**src/rtl/flght_seq.sv**
```systemverilog
`default_nettype none
// ============================================================================
//  Module   : flght_seq
//  Purpose  : Flight sequencer in front of flght_cntrl. Runs the power-up
//             calibration handshake, slew-limits commanded thrust on each
//             inertial reading, and forces a controlled thrust ramp-down on
//             a motors_off command or when the inertial watchdog expires.
//  Ports    : clk, rst_n (async, active low)
//             strt_cal, cal_done, vld, motors_off, thrst_in[8:0]  (inputs)
//             inertial_cal, thrst_out[8:0], mtr_en, cal_err, failsafe
//  Revision : 1.0  initial release
// ============================================================================
module flght_seq #(
    parameter logic [21:0] CAL_TMO  = 22'd2_000_000,
    parameter logic [16:0] WDOG_CYC = 17'd100_000,
    parameter logic [7:0]  RAMP_DIV = 8'd64,
    parameter int unsigned SLEW     = 4
) (
    input  logic       clk,
    input  logic       rst_n,
    input  logic       strt_cal,
    input  logic       cal_done,
    input  logic       vld,
    input  logic       motors_off,
    input  logic [8:0] thrst_in,
    output logic       inertial_cal,
    output logic [8:0] thrst_out,
    output logic       mtr_en,
    output logic       cal_err,
    output logic       failsafe
);

    typedef enum logic [1:0] {
        S_IDLE    = 2'd0,
        S_CAL     = 2'd1,
        S_RUN     = 2'd2,
        S_RAMP_DN = 2'd3
    } state_t;

    localparam logic signed [9:0] c_slew_pos = 10'(SLEW);
    localparam logic signed [9:0] c_slew_neg = -c_slew_pos;
    localparam logic [8:0]        c_slew_u9  = 9'(SLEW);

    state_t      r_state, w_state_nxt;
    logic        r_inertial_cal, w_inertial_cal;
    logic        r_mtr_en, w_mtr_en;
    logic [8:0]  r_thrst, w_thrst;
    logic        r_cal_err, w_cal_err;
    logic        r_failsafe, w_failsafe;
    logic [21:0] r_tmr, w_tmr;
    logic [16:0] r_wdog, w_wdog;
    logic [7:0]  r_rdiv, w_rdiv;
    logic        w_expire;

    // Slew limiter: difference taken at 10 bits signed so that a request
    // below the current value never wraps. When within one slew step the
    // output lands exactly on the request, so it can never overshoot.
    logic signed [9:0] w_diff;
    logic [8:0]        w_slewed;

    always_comb begin
        w_diff = $signed({1'b0, thrst_in}) - $signed({1'b0, r_thrst});
        if (w_diff > c_slew_pos)
            w_slewed = r_thrst + c_slew_u9;
        else if (w_diff < c_slew_neg)
            w_slewed = r_thrst - c_slew_u9;
        else
            w_slewed = thrst_in;
    end

    // Next-state and next-output logic; every register value is computed
    // here so all outputs change on the edge that enters a state.
    always_comb begin
        w_state_nxt    = r_state;
        w_inertial_cal = r_inertial_cal;
        w_mtr_en       = r_mtr_en;
        w_thrst        = r_thrst;
        w_cal_err      = r_cal_err;
        w_failsafe     = r_failsafe;
        w_tmr          = r_tmr;
        w_wdog         = r_wdog;
        w_rdiv         = r_rdiv;
        w_expire       = 1'b0;

        case (r_state)
            S_IDLE: begin
                w_inertial_cal = 1'b0;
                w_mtr_en       = 1'b0;
                w_thrst        = 9'd0;
                if (strt_cal) begin
                    w_state_nxt    = S_CAL;
                    w_inertial_cal = 1'b1;
                    w_mtr_en       = 1'b1;
                    w_tmr          = 22'd0;
                    w_cal_err      = 1'b0;
                    w_failsafe     = 1'b0;
                end
            end

            S_CAL: begin
                w_tmr = r_tmr + 22'd1;
                // Priority: motors_off, then cal_done, then timeout.
                if (motors_off) begin
                    w_state_nxt    = S_IDLE;
                    w_inertial_cal = 1'b0;
                    w_mtr_en       = 1'b0;
                end else if (cal_done) begin
                    w_state_nxt    = S_RUN;
                    w_inertial_cal = 1'b0;
                    w_thrst        = 9'd0;
                    w_wdog         = 17'd0;
                end else if (r_tmr == CAL_TMO - 22'd1) begin
                    w_state_nxt    = S_IDLE;
                    w_cal_err      = 1'b1;
                    w_inertial_cal = 1'b0;
                    w_mtr_en       = 1'b0;
                end
            end

            S_RUN: begin
                w_wdog   = r_wdog + 17'd1;
                w_expire = !vld && (r_wdog == WDOG_CYC - 17'd1);
                if (motors_off || w_expire) begin
                    // Thrust freezes at its current value and ramps from there.
                    w_state_nxt = S_RAMP_DN;
                    w_rdiv      = 8'd0;
                    if (w_expire)
                        w_failsafe = 1'b1;
                end else if (vld) begin
                    w_thrst = w_slewed;
                    w_wdog  = 17'd0;
                end
            end

            S_RAMP_DN: begin
                if (r_thrst == 9'd0) begin
                    w_state_nxt = S_IDLE;
                    w_mtr_en    = 1'b0;
                end else if (r_rdiv == RAMP_DIV - 8'd1) begin
                    w_rdiv  = 8'd0;
                    w_thrst = r_thrst - 9'd1;
                end else begin
                    w_rdiv = r_rdiv + 8'd1;
                end
            end

            default: begin
                w_state_nxt    = S_IDLE;
                w_inertial_cal = 1'b0;
                w_mtr_en       = 1'b0;
                w_thrst        = 9'd0;
            end
        endcase
    end

    always_ff @(posedge clk or negedge rst_n) begin
        if (!rst_n) begin
            r_state        <= S_IDLE;
            r_inertial_cal <= 1'b0;
            r_mtr_en       <= 1'b0;
            r_thrst        <= 9'd0;
            r_cal_err      <= 1'b0;
            r_failsafe     <= 1'b0;
            r_tmr          <= 22'd0;
            r_wdog         <= 17'd0;
            r_rdiv         <= 8'd0;
        end else begin
            r_state        <= w_state_nxt;
            r_inertial_cal <= w_inertial_cal;
            r_mtr_en       <= w_mtr_en;
            r_thrst        <= w_thrst;
            r_cal_err      <= w_cal_err;
            r_failsafe     <= w_failsafe;
            r_tmr          <= w_tmr;
            r_wdog         <= w_wdog;
            r_rdiv         <= w_rdiv;
        end
    end

    assign inertial_cal = r_inertial_cal;
    assign thrst_out    = r_thrst;
    assign mtr_en       = r_mtr_en;
    assign cal_err      = r_cal_err;
    assign failsafe     = r_failsafe;

endmodule
`default_nettype wire

```
**config.mk**
```make
export PLATFORM = sky130hd
export DESIGN_NAME = flght_seq
export DESIGN_NICKNAME = d
export VERILOG_FILES = /design/src/rtl/flght_seq.sv
export SDC_FILE = /design/constraint.sdc
export NUM_CORES = 1
export LEC_CHECK = 0
export CORE_ASPECT_RATIO = 1.4
export CORE_MARGIN = 2
export CORE_UTILIZATION = 54
export DETAILED_ROUTE_END_ITERATION = 8
export PLACE_DENSITY = 0.84
export SETUP_SLACK_MARGIN = 0.15
export SLEW_MARGIN = 20
export SYNTH_ARGS = -nofsm -noshare
export SYNTH_HDL_FRONTEND = slang
export SYNTH_SLANG_ARGS = --single-unit
```
**constraint.sdc**
```tcl
create_clock -name clk -period 2.85 [get_ports clk]
set_clock_uncertainty 0.1 [all_clocks]
set_input_delay 0.4275 -clock clk [delete_from_list [all_inputs] [get_ports clk]]
set_output_delay 0.4275 -clock clk [all_outputs]
set_load 0.02 [all_outputs]
```
==> metrics <==
status=finished with violations; failing checks=setup timing; Final period util=108%; Post-synth EDFFs=0; Register Area=1560 um2; register area share after synthesis=around 37%; fillers=567; Final nets=610; vias per inst=6.00; H-Tree Depth=3; actual slew at the worst max-slew pin=about 0.73 ns; setup TNS=-1.22 ns; multi-input logic area=2690 um2; final design utilization=71.2%; detailed-route via count=4064; core area=7650 um2; Slew Limit Fails=0; crit end category=flip-flop; critical-path cell list=clkdlybuf4s50_1 > inv_1 > fa_2 > nand2b_4 > a211o_1 > a41o_1 > a41o_4 > o41a_1 > o211ai_1 > a21oi_1 > a211o_1; critical path's most frequent cell=a211o_1; Routed Wire Length=10900 um; Rows=38; routed len/inst=around 16 um; pin count of the biggest net entering global routing=63; Tmin final=3.07 ns; initial antenna violation count=0; clock-pin slew on the worst setup and hold paths=0.07 ns; Max Clock Freq=326 MHz; Final Hold Viols=0; Port Buffer Count=27; setup ws final=-0.218 ns; Area Overhead vs Synth=29.7%; grt ovf=0; Setup Crit Path Kind=primary input to flip-flop; pwr/cell area=893 nW/um2; DIE HEIGHT=108 um; family with the most delay on the worst path=compound AO/OA/AOI/OAI gates; first-pass GRT wire length=18000 um; Total GRT Usage=about a quarter; Max clock buf depth=2; Max Cap Violations=0; synthesized net count=520; IO Count=28; number of CTS-inserted buffers=9; Starting Density=54.9%; peak fanout along the critical path=5; worst rel slew slack=51.2%; initial drt markers=324; die area=8520 um2; Clk Latency, worst-skew pair=0.36 ns; Final HPWL DP=8000 um; Syn Inst Count=483; Detail Route Antenna Nets=0; Critical Path RT=2.99 ns; total buffers and inverters traversed by the critical path=2; Largest stage delay, worst path=0.51 ns; Die W=78.6 um; Leak Pwr=about 2.4 nW; Async SR Flop Fraction=100%; Worst path slowest cell=clkdlybuf4s50_1; most frequent cells in the layout=buf_4 (62), nor2_1 (56), dfrtp_1 (56), nand2_1 (43), a21oi_1 (26); RSZ-0062 raised after global routing=true; First-pass DRT Iterations=5; syn avg cell area=8.70 um2; post-route design area=5450 um2; routability cong.=0.870; top_reg_cell synth=dfrtp_1; ANT cells=0; Hold Path Class=flip-flop to flip-flop; placed inst area=5040 um2; VDD IR max=approximately 0.00062 V; Final Power=4.87 mW; synthesized cell area=around 4200 um2; setup violators final=9; Cell variety after synth=between 60 and 70; Clock Sinks=62; clk root buf=clkbuf_8; Syn. warnings=0; share of layout cells above drive strength 1=20.6%; crit path DAT=3.21 ns; CTS tree=built; DRC viols=0; Worst setup SP type=primary input; most common cell after layout, fill and taps aside=buf_4; Yosys reg bits=62; vias in the first global route=4145
-- state kept, by name, summed over array words and instances (netlist names), named ones only --
signal,count
inertial_cal,1
failsafe,1
r_state,1
thrst_out,9
r_tmr,22
r_wdog,17
r_rdiv,8
cal_err,1
mtr_en,1
-- synth_stat cells, drive strengths merged, types with 2 or more instances --
master	n	share of area, %
dfrtp	62	37
nor2	57	5.1
nand2	43	3.8
o21ai	32	3.8
a21oi	27	3.2
inv	23	2.1
xor2	22	4.6
ha	21	6.2
nand3	17	2.0
xnor2	17	3.5
nand4	13	1.9
nor3	12	1.4
and3	10	1.5
or3	10	1.5
clkbuf	9	0.80
nand2b	9	1.5
nor2b	7	1.0
nor4	7	1.2
a21o	6	1.1
o31ai	6	1.1
a211o	5	1.0
buf	5	0.60
o22ai	5	0.74
o211ai	4	0.83
o41ai	4	1.2
or2	4	0.60
a22o	3	0.63
a32oi	3	0.63
a41o	3	0.77
and2	3	0.51
and4	3	0.63
nor4b	3	0.63
o21a	3	0.54
a21boi	2	0.36
a22oi	2	0.36
and3b	2	0.42
mux2i	2	0.48
nand4b	2	0.42
o2bb2ai	2	0.42
-- path summary, 6_finish.rpt --
check / from / end / slack [ns] / cells past startpoint
min: r_rdiv[0]$_DFFE_PN0P_ / r_rdiv[0]$_DFFE_PN0P_ / 0.41 / 1
max reg2reg: thrst_out[0]$_DFFE_PN0P_ / thrst_out[3]$_DFFE_PN0P_ / -0.21 / 10
max in group asynchronous: rst_n / thrst_out[6]$_DFFE_PN0P_ / 1.86 / 3
min in group asynchronous: rst_n / r_wdog[13]$_DFFE_PN0P_ / 0.50 / 3
max: thrst_in[1] / thrst_out[3]$_DFFE_PN0P_ / -0.22 / 11
min reg2reg: r_rdiv[0]$_DFFE_PN0P_ / r_rdiv[0]$_DFFE_PN0P_ / 0.41 / 1
-- where the power goes --
part	internal, mW	switching (mW)
Clock	0.532	0.353
Sequential	1.01	0.108
Combinational	1.29	1.57
-- logic make-up after synthesis --
logic type	Yosys count	synth area share, %
AO/OA/AOI/OAI	115	19.2
AND/OR/NAND/NOR	205	24.9
buffers and inverters	37	3.45
multiplexers	3	0.744
adder cells (fa/ha/maj)	22	6.73
XOR/XNOR	39	8.12
flip-flops	62	36.9
-- layout make-up --
| cell class | count | area share, % |
|---|---|---|
| multi-input combinational | 385 | 49.3 |
| sequential | 62 | 28.6 |
| timing repair buffer | 92 | 14.1 |
| clock buffer | 11 | 2.78 |
| tap | 100 | 2.30 |
| inverter | 23 | 1.58 |
| clock inverter | 4 | 1.29 |
-- per-layer routing --
metal | up-vias | track usage (%) | wire length, um
met5 | - | 0 | 0
met3 | 36 | 5.59 | 370
met4 | 0 | 12.9 | 341
met2 | 108 | 50.4 | 6020
li1 | 1920 | - | -
met1 | 2000 | 27.8 | 4180
-- stage by stage --
stage          setup slack [ns]  hold slack, ns  std cells
2_1_floorplan           -0.0138          0.0319        483
3_3_place_gp             -0.589           0.361        651
3_5_place_dp             -0.778           0.361        651
4_1_cts                  -0.218           0.415        674
5_1_grt                  -0.248           0.430        677
6_report                 -0.218           0.407        677
-- what timing repair did --
action | CTS | global route
hold endpoints to repair | 62 | 0
resized for setup | 15 | 5
buffers inserted | 6 | 3
hold buffers | 1 | 0
cloned | 1 | 0
setup endpoints to repair | 9 | 10
pin swaps | 14 | 8
No activity file was read; power rests on OpenSTA's default activity.
